### src/rtl/brd_wb2ps_wc_pkg.sv
// Shared definitions for the write-back cache lookup controller.
// Holds the FSM state encoding, the cache geometry constants and the
// packed register bundle that carries every registered controller output.
package brd_wb2ps_wc_pkg;

    localparam int WAY_NUM  = 4;
    localparam int LINE_NUM = 16;
    localparam int TAG_W    = 13;
    localparam int AGE_W    = 2;
    localparam int DATA_W   = 32;

    typedef enum logic [2:0] {
        ST_INIT   = 3'd0,
        ST_IDLE   = 3'd1,
        ST_LOOKUP = 3'd2,
        ST_CMP    = 3'd3,
        ST_MISS   = 3'd4,
        ST_FILL   = 3'd5
    } state_e;

    // Every output of the controller plus the latched request lives here so
    // that one reset assignment clears them all together.
    typedef struct packed {
        logic         req_ready;
        logic         we;
        logic [22:2]  adr;
        logic [31:0]  wdata;
        logic [3:0]   strb;
        logic         read_tag;
        logic [3:0]   read_lineno;
        logic [3:0]   read_adr_lsb;
        logic         rsp_valid;
        logic [31:0]  rsp_rdata;
        logic         rewrite_lru;
        logic [7:0]   w_lru;
        logic [3:0]   rewrite_tag;
        logic [22:10] w_tagadr;
        logic         w_valid;
        logic         w_dirty;
        logic [3:0]   w_dc;
        logic         taginit_en;
        logic [3:0]   taginit_lineno;
        logic         miss_req;
        logic [3:0]   miss_way;
        logic         miss_victim_dirty;
        logic [22:10] miss_victim_tagadr;
    } ctl_regs_t;

endpackage

### src/rtl/brd_wb2ps_wc_lru_upd.sv
// LRU age update and victim selection for one 4-way cache line.
// Ports:
//   age_i    : current 2-bit ages, way0 in the LSBs (0 = most recent)
//   hit_i    : one-hot hit way (all zero on a miss)
//   valid_i  : per-way valid bits
//   age_o    : ages after promoting the hit way to 0
//   victim_o : one-hot replacement way
// Purely combinational.
module brd_wb2ps_wc_lru_upd
    import brd_wb2ps_wc_pkg::*;
(
    input  logic [WAY_NUM*AGE_W-1:0] age_i,
    input  logic [WAY_NUM-1:0]       hit_i,
    input  logic [WAY_NUM-1:0]       valid_i,
    output logic [WAY_NUM*AGE_W-1:0] age_o,
    output logic [WAY_NUM-1:0]       victim_o
);

    logic [AGE_W-1:0]   hit_age;
    logic [WAY_NUM-1:0] oldest;
    logic [WAY_NUM-1:0] invalid;

    always_comb begin
        hit_age = '0;
        for (int w = 0; w < WAY_NUM; w++) begin
            if (hit_i[w]) begin
                hit_age = hit_age | age_i[w*AGE_W +: AGE_W];
            end
        end
    end

    // Ways younger than the hit way age by one; older ways keep their age,
    // which keeps the four ages a permutation of 0..3. With no hit, hit_age
    // is 0 and nothing moves.
    generate
        for (genvar gi = 0; gi < WAY_NUM; gi++) begin : g_way
            logic [AGE_W-1:0] age_w;
            assign age_w = age_i[gi*AGE_W +: AGE_W];
            assign age_o[gi*AGE_W +: AGE_W] = hit_i[gi]        ? '0 :
                                              (age_w < hit_age) ? age_w + AGE_W'(1) :
                                                                  age_w;
            assign oldest[gi] = (age_w == {AGE_W{1'b1}});
        end
    endgenerate

    // Lowest-numbered invalid way wins over the oldest valid way.
    assign invalid  = ~valid_i;
    assign victim_o = (|invalid) ? (invalid & (~invalid + WAY_NUM'(1))) : oldest;

endmodule

### src/rtl/brd_wb2ps_wc_lookup_ctl.sv
// Lookup controller of a 4-way write-back cache.
// Accepts one CPU request at a time, reads tag and data RAM, compares the
// four tags, answers read hits, writes on write hits, updates LRU ages, and
// on a miss requests a refill, then rewrites the victim tag and replays.
// Ports:
//   cpuclk / WSHRST_N        : clock, synchronous active-low reset
//   req_*                    : CPU request handshake and fields
//   rsp_valid / rsp_rdata    : read response pulse
//   READ_TAG / READ_DATA_BUS : RAM read strobes, index on read_lineno/read_adr_lsb
//   tag_* / rf_cache_rdata_i : RAM readout, valid in the cycle after the strobe
//   rewrite_lru / w_lru      : LRU write
//   rewrite_tag / w_*        : tag write;  w_dc / r_w_* : data write on hit
//   taginit_*                : tag initialisation sweep after reset
//   miss_*                   : refill request and victim information
// Every output is a register.
module brd_wb2ps_wc_lookup_ctl #(
    parameter int LINE_NUM = 16
) (
    input  logic          cpuclk,
    input  logic          WSHRST_N,
    input  logic          req_valid,
    output logic          req_ready,
    input  logic          req_we,
    input  logic [22:2]   req_adr,
    input  logic [31:0]   req_wdata,
    input  logic [3:0]    req_strb,
    output logic          rsp_valid,
    output logic [31:0]   rsp_rdata,
    output logic          READ_TAG,
    output logic          READ_DATA_BUS,
    output logic [9:6]    read_lineno,
    output logic [5:2]    read_adr_lsb,
    input  logic [51:0]   tag_addr_i,
    input  logic [3:0]    tag_valid_i,
    input  logic [3:0]    tag_dirty_i,
    input  logic [7:0]    tag_lru_i,
    input  logic [127:0]  rf_cache_rdata_i,
    output logic          rewrite_lru,
    output logic [7:0]    w_lru,
    output logic [3:0]    rewrite_tag,
    output logic [22:10]  w_tagadr,
    output logic          w_valid,
    output logic          w_dirty,
    output logic [3:0]    w_dc,
    output logic [22:2]   r_w_adrs,
    output logic [31:0]   r_w_wdata,
    output logic [3:0]    r_w_strb,
    output logic          taginit_en,
    output logic [9:6]    taginit_lineno,
    output logic          miss_req,
    output logic [3:0]    miss_way,
    output logic          miss_victim_dirty,
    output logic [22:10]  miss_victim_tagadr,
    input  logic          miss_done
);
    import brd_wb2ps_wc_pkg::*;

    // One extra bit so the sweep can count to LINE_NUM and stop there.
    localparam int CNT_W = $clog2(LINE_NUM) + 1;

    state_e            state_q, state_d;
    logic [CNT_W-1:0]  init_cnt_q, init_cnt_d;
    ctl_regs_t         regs_q, regs_d;

    logic [WAY_NUM-1:0]       hit;
    logic [WAY_NUM-1:0]       victim;
    logic [WAY_NUM*AGE_W-1:0] lru_new;
    logic [DATA_W-1:0]        hit_data;
    logic                     victim_dirty;
    logic [TAG_W-1:0]         victim_tag;

    generate
        for (genvar gi = 0; gi < WAY_NUM; gi++) begin : g_cmp
            assign hit[gi] = tag_valid_i[gi] &
                             (tag_addr_i[gi*TAG_W +: TAG_W] == regs_q.adr[22:10]);
        end
    endgenerate

    always_comb begin
        hit_data     = '0;
        victim_dirty = 1'b0;
        victim_tag   = '0;
        for (int w = 0; w < WAY_NUM; w++) begin
            if (hit[w]) begin
                hit_data = hit_data | rf_cache_rdata_i[w*DATA_W +: DATA_W];
            end
            if (victim[w]) begin
                victim_dirty = victim_dirty | tag_dirty_i[w];
                victim_tag   = victim_tag | tag_addr_i[w*TAG_W +: TAG_W];
            end
        end
    end

    brd_wb2ps_wc_lru_upd u_lru (
        .age_i    (tag_lru_i),
        .hit_i    (hit),
        .valid_i  (tag_valid_i),
        .age_o    (lru_new),
        .victim_o (victim)
    );

    always_ff @(posedge cpuclk) begin
        if (!WSHRST_N) begin
            state_q    <= ST_INIT;
            init_cnt_q <= '0;
            regs_q     <= '0;
        end else begin
            state_q    <= state_d;
            init_cnt_q <= init_cnt_d;
            regs_q     <= regs_d;
        end
    end

    always_comb begin
        state_d    = state_q;
        init_cnt_d = init_cnt_q;
        regs_d     = regs_q;
        // Strobes are one-cycle pulses; data fields hold their last value.
        regs_d.read_tag    = 1'b0;
        regs_d.rsp_valid   = 1'b0;
        regs_d.rewrite_lru = 1'b0;
        regs_d.rewrite_tag = '0;
        regs_d.w_dc        = '0;
        regs_d.taginit_en  = 1'b0;

        case (state_q)
            ST_INIT: begin
                // Leave one cycle after the last sweep pulse so req_ready
                // never overlaps taginit_en.
                if (init_cnt_q == CNT_W'(LINE_NUM)) begin
                    state_d = ST_IDLE;
                end else begin
                    regs_d.taginit_en     = 1'b1;
                    regs_d.taginit_lineno = 4'(init_cnt_q);
                    init_cnt_d            = init_cnt_q + CNT_W'(1);
                end
            end
            ST_IDLE: begin
                if (req_valid && regs_q.req_ready) begin
                    regs_d.we           = req_we;
                    regs_d.adr          = req_adr;
                    regs_d.wdata        = req_wdata;
                    regs_d.strb         = req_strb;
                    regs_d.read_tag     = 1'b1;
                    regs_d.read_lineno  = req_adr[9:6];
                    regs_d.read_adr_lsb = req_adr[5:2];
                    state_d             = ST_LOOKUP;
                end
            end
            ST_LOOKUP: begin
                state_d = ST_CMP;
            end
            ST_CMP: begin
                if (|hit) begin
                    regs_d.rewrite_lru = 1'b1;
                    regs_d.w_lru       = lru_new;
                    if (regs_q.we) begin
                        regs_d.w_dc        = hit;
                        regs_d.rewrite_tag = hit;
                        regs_d.w_tagadr    = regs_q.adr[22:10];
                        regs_d.w_valid     = 1'b1;
                        regs_d.w_dirty     = 1'b1;
                    end else begin
                        regs_d.rsp_valid = 1'b1;
                        regs_d.rsp_rdata = hit_data;
                    end
                    state_d = ST_IDLE;
                end else begin
                    regs_d.miss_req           = 1'b1;
                    regs_d.miss_way           = victim;
                    regs_d.miss_victim_dirty  = victim_dirty;
                    regs_d.miss_victim_tagadr = victim_tag;
                    state_d                   = ST_MISS;
                end
            end
            ST_MISS: begin
                if (miss_done) begin
                    regs_d.miss_req    = 1'b0;
                    regs_d.rewrite_tag = regs_q.miss_way;
                    regs_d.w_tagadr    = regs_q.adr[22:10];
                    regs_d.w_valid     = 1'b1;
                    regs_d.w_dirty     = 1'b0;
                    state_d            = ST_FILL;
                end
            end
            ST_FILL: begin
                // Replay the lookup; the line index is still held.
                regs_d.read_tag = 1'b1;
                state_d         = ST_LOOKUP;
            end
            default: begin
                state_d = ST_INIT;
            end
        endcase

        regs_d.req_ready = (state_d == ST_IDLE);
    end

    assign req_ready          = regs_q.req_ready;
    assign rsp_valid          = regs_q.rsp_valid;
    assign rsp_rdata          = regs_q.rsp_rdata;
    assign READ_TAG           = regs_q.read_tag;
    assign READ_DATA_BUS      = regs_q.read_tag;
    assign read_lineno        = regs_q.read_lineno;
    assign read_adr_lsb       = regs_q.read_adr_lsb;
    assign rewrite_lru        = regs_q.rewrite_lru;
    assign w_lru              = regs_q.w_lru;
    assign rewrite_tag        = regs_q.rewrite_tag;
    assign w_tagadr           = regs_q.w_tagadr;
    assign w_valid            = regs_q.w_valid;
    assign w_dirty            = regs_q.w_dirty;
    assign w_dc               = regs_q.w_dc;
    assign r_w_adrs           = regs_q.adr;
    assign r_w_wdata          = regs_q.wdata;
    assign r_w_strb           = regs_q.strb;
    assign taginit_en         = regs_q.taginit_en;
    assign taginit_lineno     = regs_q.taginit_lineno;
    assign miss_req           = regs_q.miss_req;
    assign miss_way           = regs_q.miss_way;
    assign miss_victim_dirty  = regs_q.miss_victim_dirty;
    assign miss_victim_tagadr = regs_q.miss_victim_tagadr;

endmodule

### config.mk
export PLATFORM = sky130hd
export DESIGN_NAME = brd_wb2ps_wc_lookup_ctl
export DESIGN_NICKNAME = d
export VERILOG_FILES = /design/src/rtl/brd_wb2ps_wc_pkg.sv /design/src/rtl/brd_wb2ps_wc_lru_upd.sv /design/src/rtl/brd_wb2ps_wc_lookup_ctl.sv
export SDC_FILE = /design/constraint.sdc
export NUM_CORES = 1
export LEC_CHECK = 0
export CAP_MARGIN = 15
export CORE_ASPECT_RATIO = 0.5
export CORE_MARGIN = 2
export CORE_UTILIZATION = 25
export DETAILED_ROUTE_END_ITERATION = 16
export PLACE_DENSITY_LB_ADDON = 0.1
export SETUP_SLACK_MARGIN = 0.1
export SYNTH_ARGS = -nofsm -noshare
export SYNTH_HDL_FRONTEND = slang
export SYNTH_HIERARCHICAL = 1
export SYNTH_SLANG_ARGS = --single-unit
### constraint.sdc
create_clock -name cpuclk -period 4.3 [get_ports cpuclk]
set_input_delay 0.86 -clock cpuclk [delete_from_list [all_inputs] [get_ports cpuclk]]
set_output_delay 0.86 -clock cpuclk [all_outputs]
set_load 0.005 [all_outputs]
After elaboration in Yosys (flattened, before gate mapping). Index checks and enable logic that the tools add are counted.

Add/subtract/negate cells: 6. Multiply operators: 0. Divide/modulo/power cells: 0. Magnitude comparators: 4. Equal/unequal tests: 19. Shift-type cells: 0. Multiplexer cells: 41. Bitwise operators: 22. Reduce and logical (&&, ||, !) cells: 16.

Operator list (count): two-way mux 32 bit (5); bitwise OR 32 bit (3); == test 13 bit (4); two-way mux 13 bit (4); bitwise OR 13 bit (3); two-way mux 19 bit (2); one-hot mux 19 bit (2 select lines) (1); two-way mux 33 bit (1); two-way mux 2 bit (12); two-way mux 23 bit (1); one-hot mux 3 bit (6 select lines) (1); two-way mux 3 bit (4); AND reduction 2 bit (6); two-way mux 9 bit (1); AND reduction 3 bit (3); adder 2 x 1 -> 2 bit, second input constant (4); == test 2 bit, second input constant (4); less-than comparator 2 bit (4); != test 2 bit, second input constant (4); inverter 4 bit (2); AND reduction 4 bit (2); OR reduction 4 bit (2); == test 3 x 1 -> 1 bit, second input constant (2); == test 3 x 2 -> 1 bit, second input constant (2); 16 further kinds (31).

Register bits after elaboration: 165. Bits in latches: 0. Bits in writable memories: 0. ROM bits: 0. Word-level logic and storage cells: 133. Memories kept: 0.

Logic depth before layout (Yosys ltp). Gate-level depths: netlist of run 1.

Depth in word-level cells: 14. Gate-level depth with buffers: 14. Mapped depth without buffers: 12.

Cells and area by module. Netlist of run 1, hierarchy kept.

Modules (own cells, without submodules): brd_wb2ps_wc_lookup_ctl (instances 1, cells each 1004, area each 8493.1 sq um, sequential area each 3143.0 sq um); brd_wb2ps_wc_lru_upd (instances 1, cells each 54, area each 459.2 sq um, sequential area each 0.0 sq um).

Worst setup path before layout of run 1. Ideal clock, no wire load.

Path kind: input-to-reg. Start point: in tag_addr_i[8]. End point: reg regs_q (netlist bit w_lru[2]). Setup time: 0.137 ns. Arrival time: 3.527 ns. Data required time: 4.163 ns. Slack: 0.637 ns. Stages on the path: 13. Cell sequence: xnor2_1 -> nand4_1 -> or4_4 -> clkinv_1 -> buf_2 -> a22o_1 -> a221oi_1 -> ha_1 -> a21boi_1 -> a221oi_2 -> mux2_1 -> nand2_1 -> mux2i_1.

Cells in the longest elaborated chain, start to end: 12. Elaborated cells between the ends (all ways): 14. Classes of those cells: 1 x order compare; 1 x eq/ne; 6 x mux; 4 x bitwise; 2 x reduce/logical.

RTL lines: start, declared (RTL line brd_wb2ps_wc_lookup_ctl.sv:33) `input logic [51:0] tag_addr_i,`; == test 13 bit (*) (RTL line brd_wb2ps_wc_lookup_ctl.sv:75) `(tag_addr_i[gi*TAG_W +: TAG_W] == regs_q.adr[22:10]);`; AND 1 bit (*) (RTL line brd_wb2ps_wc_lookup_ctl.sv:74) `assign hit[gi] = tag_valid_i[gi] &`; named net hit[0] (RTL line brd_wb2ps_wc_lookup_ctl.sv:65) `logic [WAY_NUM-1:0] hit;`; two-way mux 2 bit (*) (RTL line brd_wb2ps_wc_lru_upd.sv:26) `if (hit_i[w]) begin`; bitwise OR 2 bit (RTL line brd_wb2ps_wc_lru_upd.sv:27) `hit_age = hit_age | age_i[w*AGE_W +: AGE_W];`; two-way mux 2 bit (*) (RTL line brd_wb2ps_wc_lru_upd.sv:26); bitwise OR 2 bit (RTL line brd_wb2ps_wc_lru_upd.sv:27); two-way mux 2 bit (*) (RTL line brd_wb2ps_wc_lru_upd.sv:26); bitwise OR 2 bit (RTL line brd_wb2ps_wc_lru_upd.sv:27); two-way mux 2 bit (*) (RTL line brd_wb2ps_wc_lru_upd.sv:26); less-than comparator 2 bit (*) (RTL line brd_wb2ps_wc_lru_upd.sv:40) `(age_w < hit_age) ? age_w + AGE_W'(1) :`; two-way mux 2 bit (*) (RTL line brd_wb2ps_wc_lru_upd.sv:40); two-way mux 2 bit (*) (RTL line brd_wb2ps_wc_lru_upd.sv:39) `assign age_o[gi*AGE_W +: AGE_W] = hit_i[gi] ? '0 :`; named net lru_new[2] (RTL line brd_wb2ps_wc_lookup_ctl.sv:67) `logic [WAY_NUM*AGE_W-1:0] lru_new;`; end signal, assigned (RTL line brd_wb2ps_wc_lookup_ctl.sv:110) `regs_q <= regs_d;`; end, declared (RTL line brd_wb2ps_wc_lookup_ctl.sv:63) `ctl_regs_t regs_q, regs_d;`.

The timed path passes the listed nets; every way through them passes the cells marked *. A chain may end at the register's enable or synchronous reset.

Final worst setup path of run 1.
Start point: in tag_addr_i[21]. End point: reg regs_q (netlist bit w_lru[4]).

Cells in the longest elaborated chain, start to end: 10. Elaborated cells between the ends (all ways): 12. Classes of those cells: 1 x order compare; 1 x eq/ne; 5 x mux; 3 x bitwise; 2 x reduce/logical.

RTL lines (RTL line): == test 13 bit (*) (brd_wb2ps_wc_lookup_ctl.sv:75); AND 1 bit (*) (brd_wb2ps_wc_lookup_ctl.sv:74); two-way mux 2 bit (*) (brd_wb2ps_wc_lru_upd.sv:26); bitwise OR 2 bit (brd_wb2ps_wc_lru_upd.sv:27); two-way mux 2 bit (*) (brd_wb2ps_wc_lru_upd.sv:26); bitwise OR 2 bit (brd_wb2ps_wc_lru_upd.sv:27); two-way mux 2 bit (*) (brd_wb2ps_wc_lru_upd.sv:26); less-than comparator 2 bit (*) (brd_wb2ps_wc_lru_upd.sv:40); two-way mux 2 bit (*) (brd_wb2ps_wc_lru_upd.sv:40); two-way mux 2 bit (*) (brd_wb2ps_wc_lru_upd.sv:39); named net lru_new[4] (brd_wb2ps_wc_lookup_ctl.sv:67).

Marks and branches as above.

==> results of run 1 <==
flip-flops by register name, indices dropped and copies added, names as in the netlist:
signal / cells
r_w_wdata: 32
rsp_rdata: 32
r_w_adrs: 21
miss_victim_tagadr: 13
w_tagadr: 13
w_lru: 8
init_cnt_q: 5
miss_way: 4
r_w_strb: 4
rewrite_tag: 4
taginit_lineno: 4
w_dc: 4
state_q: 3
READ_DATA_BUS: 1
miss_req: 1
miss_victim_dirty: 1
regs_q: 1
req_ready: 1
rewrite_lru: 1
rsp_valid: 1
taginit_en: 1
w_dirty: 1
w_valid: 1
cell families after synthesis:
| kind of cell | Yosys count | share of synthesized area [%] |
|---|---|---|
| simple gates | 315 | 16.0 |
| compound gates | 265 | 23.1 |
| buf+inv | 239 | 17.1 |
| mux | 16 | 1.84 |
| fa+ha+maj | 10 | 1.40 |
| xor+xnor | 56 | 5.48 |
| flops | 157 | 35.1 |
final cells by class:
| type | instances | area (µm²) |
|---|---|---|
| fill | 3590 | 21900 |
| timing repair buffer | 439 | 4370 |
| multi-input combinational | 662 | 4300 |
| sequential | 157 | 3140 |
| tap | 475 | 594 |
| clock buffer | 19 | 453 |
| clock inverter | 13 | 129 |
| inverter | 10 | 40.0 |
worst min-delay path, cell delays in order (launching register included):
cell	delay (ns)
dfxtp_1	0.31
nand2_1	0.05
a21oi_1	0.05
final timing paths:
kind / end / slack (ns) / depth (start not counted)
worst max-delay path: w_lru[4]$_SDFFE_PN0P_ / 0.59 / 13
worst min-delay path: r_w_strb[2]$_SDFFE_PN0P_ / 0.45 / 2
worst max register to register: w_lru[4]$_SDFFE_PN0P_ / 0.82 / 12
worst min register to register: r_w_strb[2]$_SDFFE_PN0P_ / 0.45 / 2
per-layer routing:
layer,track usage (%),vias to the layer above,wire length (µm)
met1,21.3,4107,14600
met2,33.6,249,18700
met5,0,-,0
li1,-,4057,-
met3,4.13,61,1720
met4,8.55,0,1190
power groups by stage:
stage                     Clock (mW)  Combinational, mW  Sequential, mW
after floorplan                    0              0.106            1.49
after global placement             0              0.397            1.50
after detailed placement           0              0.398            1.50
after CTS                       1.61              0.401            1.46
after global routing            1.67              0.427            1.46
final                           1.55              0.399            1.46
cells in the final DEF (no fill, tap or decap), types with 10 or more instances in the layout:
master,instances
clkbuf_16,17
ha_1,10
dfxtp_1,157
o211a_1,14
o21ai_0,20
a21oi_1,78
mux2i_1,12
nand2_1,158
clkdlybuf4s50_1,414
a22oi_1,99
nand3_1,20
nand4_1,41
a311oi_2,28
xnor2_1,53
buf_4,22
nor2_1,55
==> impl_metrics.tcl, run 1 <==
set metrics [dict create \
    power.internal_mw 2.56 \
    post_cts_resized 0 \
    start_util_pct 25.7 \
    synth_edf_count 0 \
    h-tree-depth 4 \
    synth_cell_types 49 \
    period_minus_slack_ns 3.71 \
    ys.flop_type "dfxtp_1" \
    fin_skew_ns 0.0150 \
    switching_power_mw 0.849 \
    worstHoldStart "r_w_strb[2]$_SDFFE_PN0P_" \
    yosys-top-cells-count "nand2_1, dfxtp_1, buf_4, a22oi_1, a21oi_1" \
    cp-start-kind "input port" \
    ant_nets 0 \
    maxSlewHeadroom_pct 31.0 \
    drc_errors 0 \
    coreArea_um2 34900 \
    drive_above_1_share_pct 7.85 \
    crit_path_start "tag_addr_i[21]" \
    reg2reg_from "r_w_adrs[20]$_SDFFE_PN0P_" \
    ios 415 \
    p_clk_share_pct 45.4 \
    ir_drop_v 0.000203 \
    crit_slowest_cell "a221oi_1" \
    antenna_found_initial 0 \
    fin_crit_sh_pct 86.3 \
    cp.arrival_ns 4.02 \
    crit_required_ns 4.61 \
    fin_util_pct 37.3 \
    path_cells "clkdlybuf4s50_1 -> xnor2_1 -> nand4_1 -> or4_4 -> clkinv_1 -> a22o_1 -> a221oi_1 -> ha_1 -> a21boi_1 -> a221oi_2 -> mux2_1 -> nand2_1 -> mux2i_1" \
    seqPwrFrac_pct 42.9 \
    track_usage_pct 18.6 \
    row_count 48 \
    cts_sinks 157 \
    status "completed" \
    yosysMostFrequentCell "nand2_1" \
    synth.yosys.seq_area_share_pct 35.1 \
    diodes 0 \
    end_kind "flip-flop" \
    clock_path_buffers 2 \
    cpPeakStageDelay_ns 0.50 \
    netlist.area_leader.share_pct 35.1 \
    rsz0062_at_grt "no" \
    clkTransAtPathRegs_ns 0.07 \
    ys_warn_count 6 \
    leakage_nw 4.30 \
    cts_root_buf "clkbuf_16" \
    drv_cap 0 \
    hold_viol 0 \
    worstPathMaxFanout 4 \
    wl_mm 36.2 \
    dp_hpwl_mm 26.9 \
    power_mw 3.41 \
    grt_pass1_vias 8384 \
    post-place-ws_ns 0.159 \
    routedWlPerCell_um 20.4 \
    power.density_nw_per_um2 262 \
    die-area_um2 37400 \
    chipHeight_um 138 \
    gr-total-overflow 0 \
    yosysTopAreaCell "dfxtp_1" \
    setup_viol 0 \
    path_class "in -> reg" \
    via_count 8474 \
    design_area_um2 13000 \
    setup_tns_ns 0 \
    viasPerCell 4.77 \
    tightest_slew_ns 1.04 \
    syn2layout_area_growth_pct 45.5 \
    critPathTopFamily "compound AO/OA/AOI/OAI gates" \
    fmax_mhz 269 \
    fin_cells 1775 \
    drt_iter0_markers 500 \
    synth_area_leaders "dfxtp_1, buf_4, a22oi_1, nand2_1, xnor2_1" \
    numCtsBuffers 17 \
    finalMaxSlewViolations 0 \
    layout_setup_ws_ns 0.588 \
    port_buffers 414 \
    gp_congestion 0.852 \
    holdBufCountCts 0 \
    hold_class "reg -> reg" \
    power_frac_comb_pct 11.7 \
    clk_latency_ns 0.45 \
    die_w_um 272 \
    syn_avg_cell_area_um2 8.46 \
    synth_cells 1058 \
    syn_nets 1326 \
    grt_first_pass_wirelength_mm 52.1 \
    ys_seq_elements 157 \
    worstPathBufferInverterCount 2 \
    drt-pass1-iter-count 5 \
    placedInstanceArea_um2 12400 \
    synth_area_um2 8950 \
    grt_start_max_net_pins 72 \
    p_sw_share_pct 24.9 \
    whs_ns 0.453 \
    cts_setup_buffers 0 \
    dp_cells 1742 \
    async_flop_share_pct 0 \
    nNetsFinal 1555 \
    cts_tree "built" \
]
(Power assumes the default switching activity.)
==> run 2: changes to the inputs <==
- SLEW_MARGIN: not set -> 20
==> impl_metrics.tcl, run 2 (synthesis results as in run 1) <==
set metrics [dict create \
    clk_latency_ns 0.44 \
    setup_tns_ns 0 \
    track_usage_pct 18.6 \
    drv_cap 0 \
    diodes 0 \
    cp-start-kind "input port" \
    hold_class "reg -> reg" \
    antenna_found_initial 0 \
    end_kind "flip-flop" \
    leakage_nw 4.29 \
    drc_errors 0 \
    numCtsBuffers 17 \
    start_util_pct 25.7 \
    holdBufCountCts 0 \
    seq_area_um2 3140 \
    r2r_end "w_lru[4]$_SDFFE_PN0P_" \
    mostFrequentLayoutCell "clkdlybuf4s50_1" \
    fillers 3592 \
    fin_skew_ns 0.0126 \
    grt_pass1_vias 8384 \
    grt_first_pass_wirelength_mm 52.1 \
    hold_viol 0 \
    row_count 48 \
    viasPerCell 4.80 \
    via_count 8511 \
    h-tree-depth 4 \
    status "completed" \
    drt_iter0_markers 458 \
    power.density_nw_per_um2 262 \
    worstPathMaxFanout 4 \
    chipHeight_um 138 \
    grt_start_max_net_pins 72 \
    path_class "in -> reg" \
    wl_mm 36.2 \
    ios 415 \
    cts_setup_buffers 0 \
    dp_hpwl_mm 26.9 \
    clock_path_buffers 2 \
    placedInstanceArea_um2 12400 \
    rsz0062_at_grt "no" \
    fmax_mhz 269 \
    cts_sinks 157 \
    gr-total-overflow 0 \
    period_minus_slack_ns 3.72 \
    regToRegSetupSlack_ns 0.78 \
    rr_worst_depth 12 \
    finalMaxSlewViolations 0 \
    dp_cells 1742 \
    tightest_slew_ns 1.04 \
    coreArea_um2 34900 \
    design_area_um2 13000 \
    worstHoldStart "r_w_strb[2]$_SDFFE_PN0P_" \
    multi_input_area_um2 4300 \
    cts_tree "built" \
    drive_above_1_share_pct 7.78 \
    maxSlewHeadroom_pct 30.5 \
    cp.arrival_ns 4.03 \
    cts_root_buf "clkbuf_16" \
    gp_congestion 0.852 \
    crit_required_ns 4.61 \
    syn2layout_area_growth_pct 45.3 \
    nNetsFinal 1554 \
    cp-endpoint "w_lru[4]$_SDFFE_PN0P_" \
    final_cell_mix "clkdlybuf4s50_1, nand2_1, dfxtp_1" \
    whs_ns 0.453 \
    ir_drop_v 0.000202 \
    die_w_um 272 \
    fin_cells 1774 \
    clkTransAtPathRegs_ns 0.07 \
    crit_path_start "tag_addr_i[21]" \
    ant_nets 0 \
    power_mw 3.41 \
    post_cts_resized 0 \
    reg2reg_from "r_w_adrs[18]$_SDFFE_PN0P_" \
    fin_crit_sh_pct 86.6 \
    drt-pass1-iter-count 5 \
    port_buffers 414 \
    setup_viol 0 \
    routedWlPerCell_um 20.4 \
    die-area_um2 37400 \
]
run 2: cell count changes in the layout (fill, tap and decap cells not counted):
cell | previous run | this run
and3_2 | 1 | 0
and3_4 | 0 | 1
buf_12 | 3 | 2
run 2: metal layers:
layer / vias up / routed length (µm) / track usage (%)
li1: 4054 / - / -
met1: 4127 / 14400 / 21.3
met2: 263 / 18700 / 33.6
met3: 67 / 1840 / 4.13
met4: 0 / 1200 / 8.55
met5: - / 0 / 0
run 2: stage by stage:
| step | setup WS, ns | utilization (%) |
|---|---|---|
| 4_1_cts | 0.635 | 37.3 |
| 6_report | 0.577 | 37.3 |
| 2_1_floorplan | 0.637 | - |
| 3_5_place_dp | 0.159 | 35.6 |
| 3_3_place_gp | 0.159 | 35.6 |
| 5_1_grt | 0.311 | 37.3 |
run 2: worst min path at each step:
stage | end | slack [ns] | depth (start not counted)
floorplan | rsp_valid$_SDFF_PN0_ | 0.44 | 1
global placement | r_w_wdata[24]$_SDFFE_PN0P_ | 0.44 | 2
detailed placement | r_w_strb[2]$_SDFFE_PN0P_ | 0.45 | 2
CTS | r_w_strb[2]$_SDFFE_PN0P_ | 0.46 | 2
global route | r_w_wdata[7]$_SDFFE_PN0P_ | 0.47 | 2
finish | r_w_strb[2]$_SDFFE_PN0P_ | 0.45 | 2
run 2: worst max-delay path, cell delays in order:
cell	delay (ns)
clkdlybuf4s50_1	0.45
xnor2_1	0.17
nand4_1	0.19
or4_4	0.20
clkinv_1	0.09
a22o_1	0.22
a221oi_1	0.51
ha_1	0.37
a21boi_1	0.15
a221oi_2	0.35
mux2_1	0.35
nand2_1	0.06
mux2i_1	0.06
run 2: final cells by class:
class                      instances  share of cell area, %
inverter                          10                  0.308
clock buffer                      19                   3.48
tap                              475                   4.57
multi-input combinational        662                   33.1
timing repair buffer             438                   33.4
sequential                       157                   24.2
clock inverter                    13                  0.991
run 2: where the power goes:
part / internal (mW) / total (mW) / switching [mW] / leakage (nW)
Combinational: 0.258 / 0.399 / 0.141 / 2.74
Sequential: 1.46 / 1.46 / 0.00427 / 1.27
Clock: 0.843 / 1.55 / 0.702 / 0.287
==> run 3: changes to the inputs <==
- SETUP_SLACK_MARGIN: 0.1 -> 0.2
==> results of run 3 <==
Final layout, timing and power as in run 2 (identical DEF).
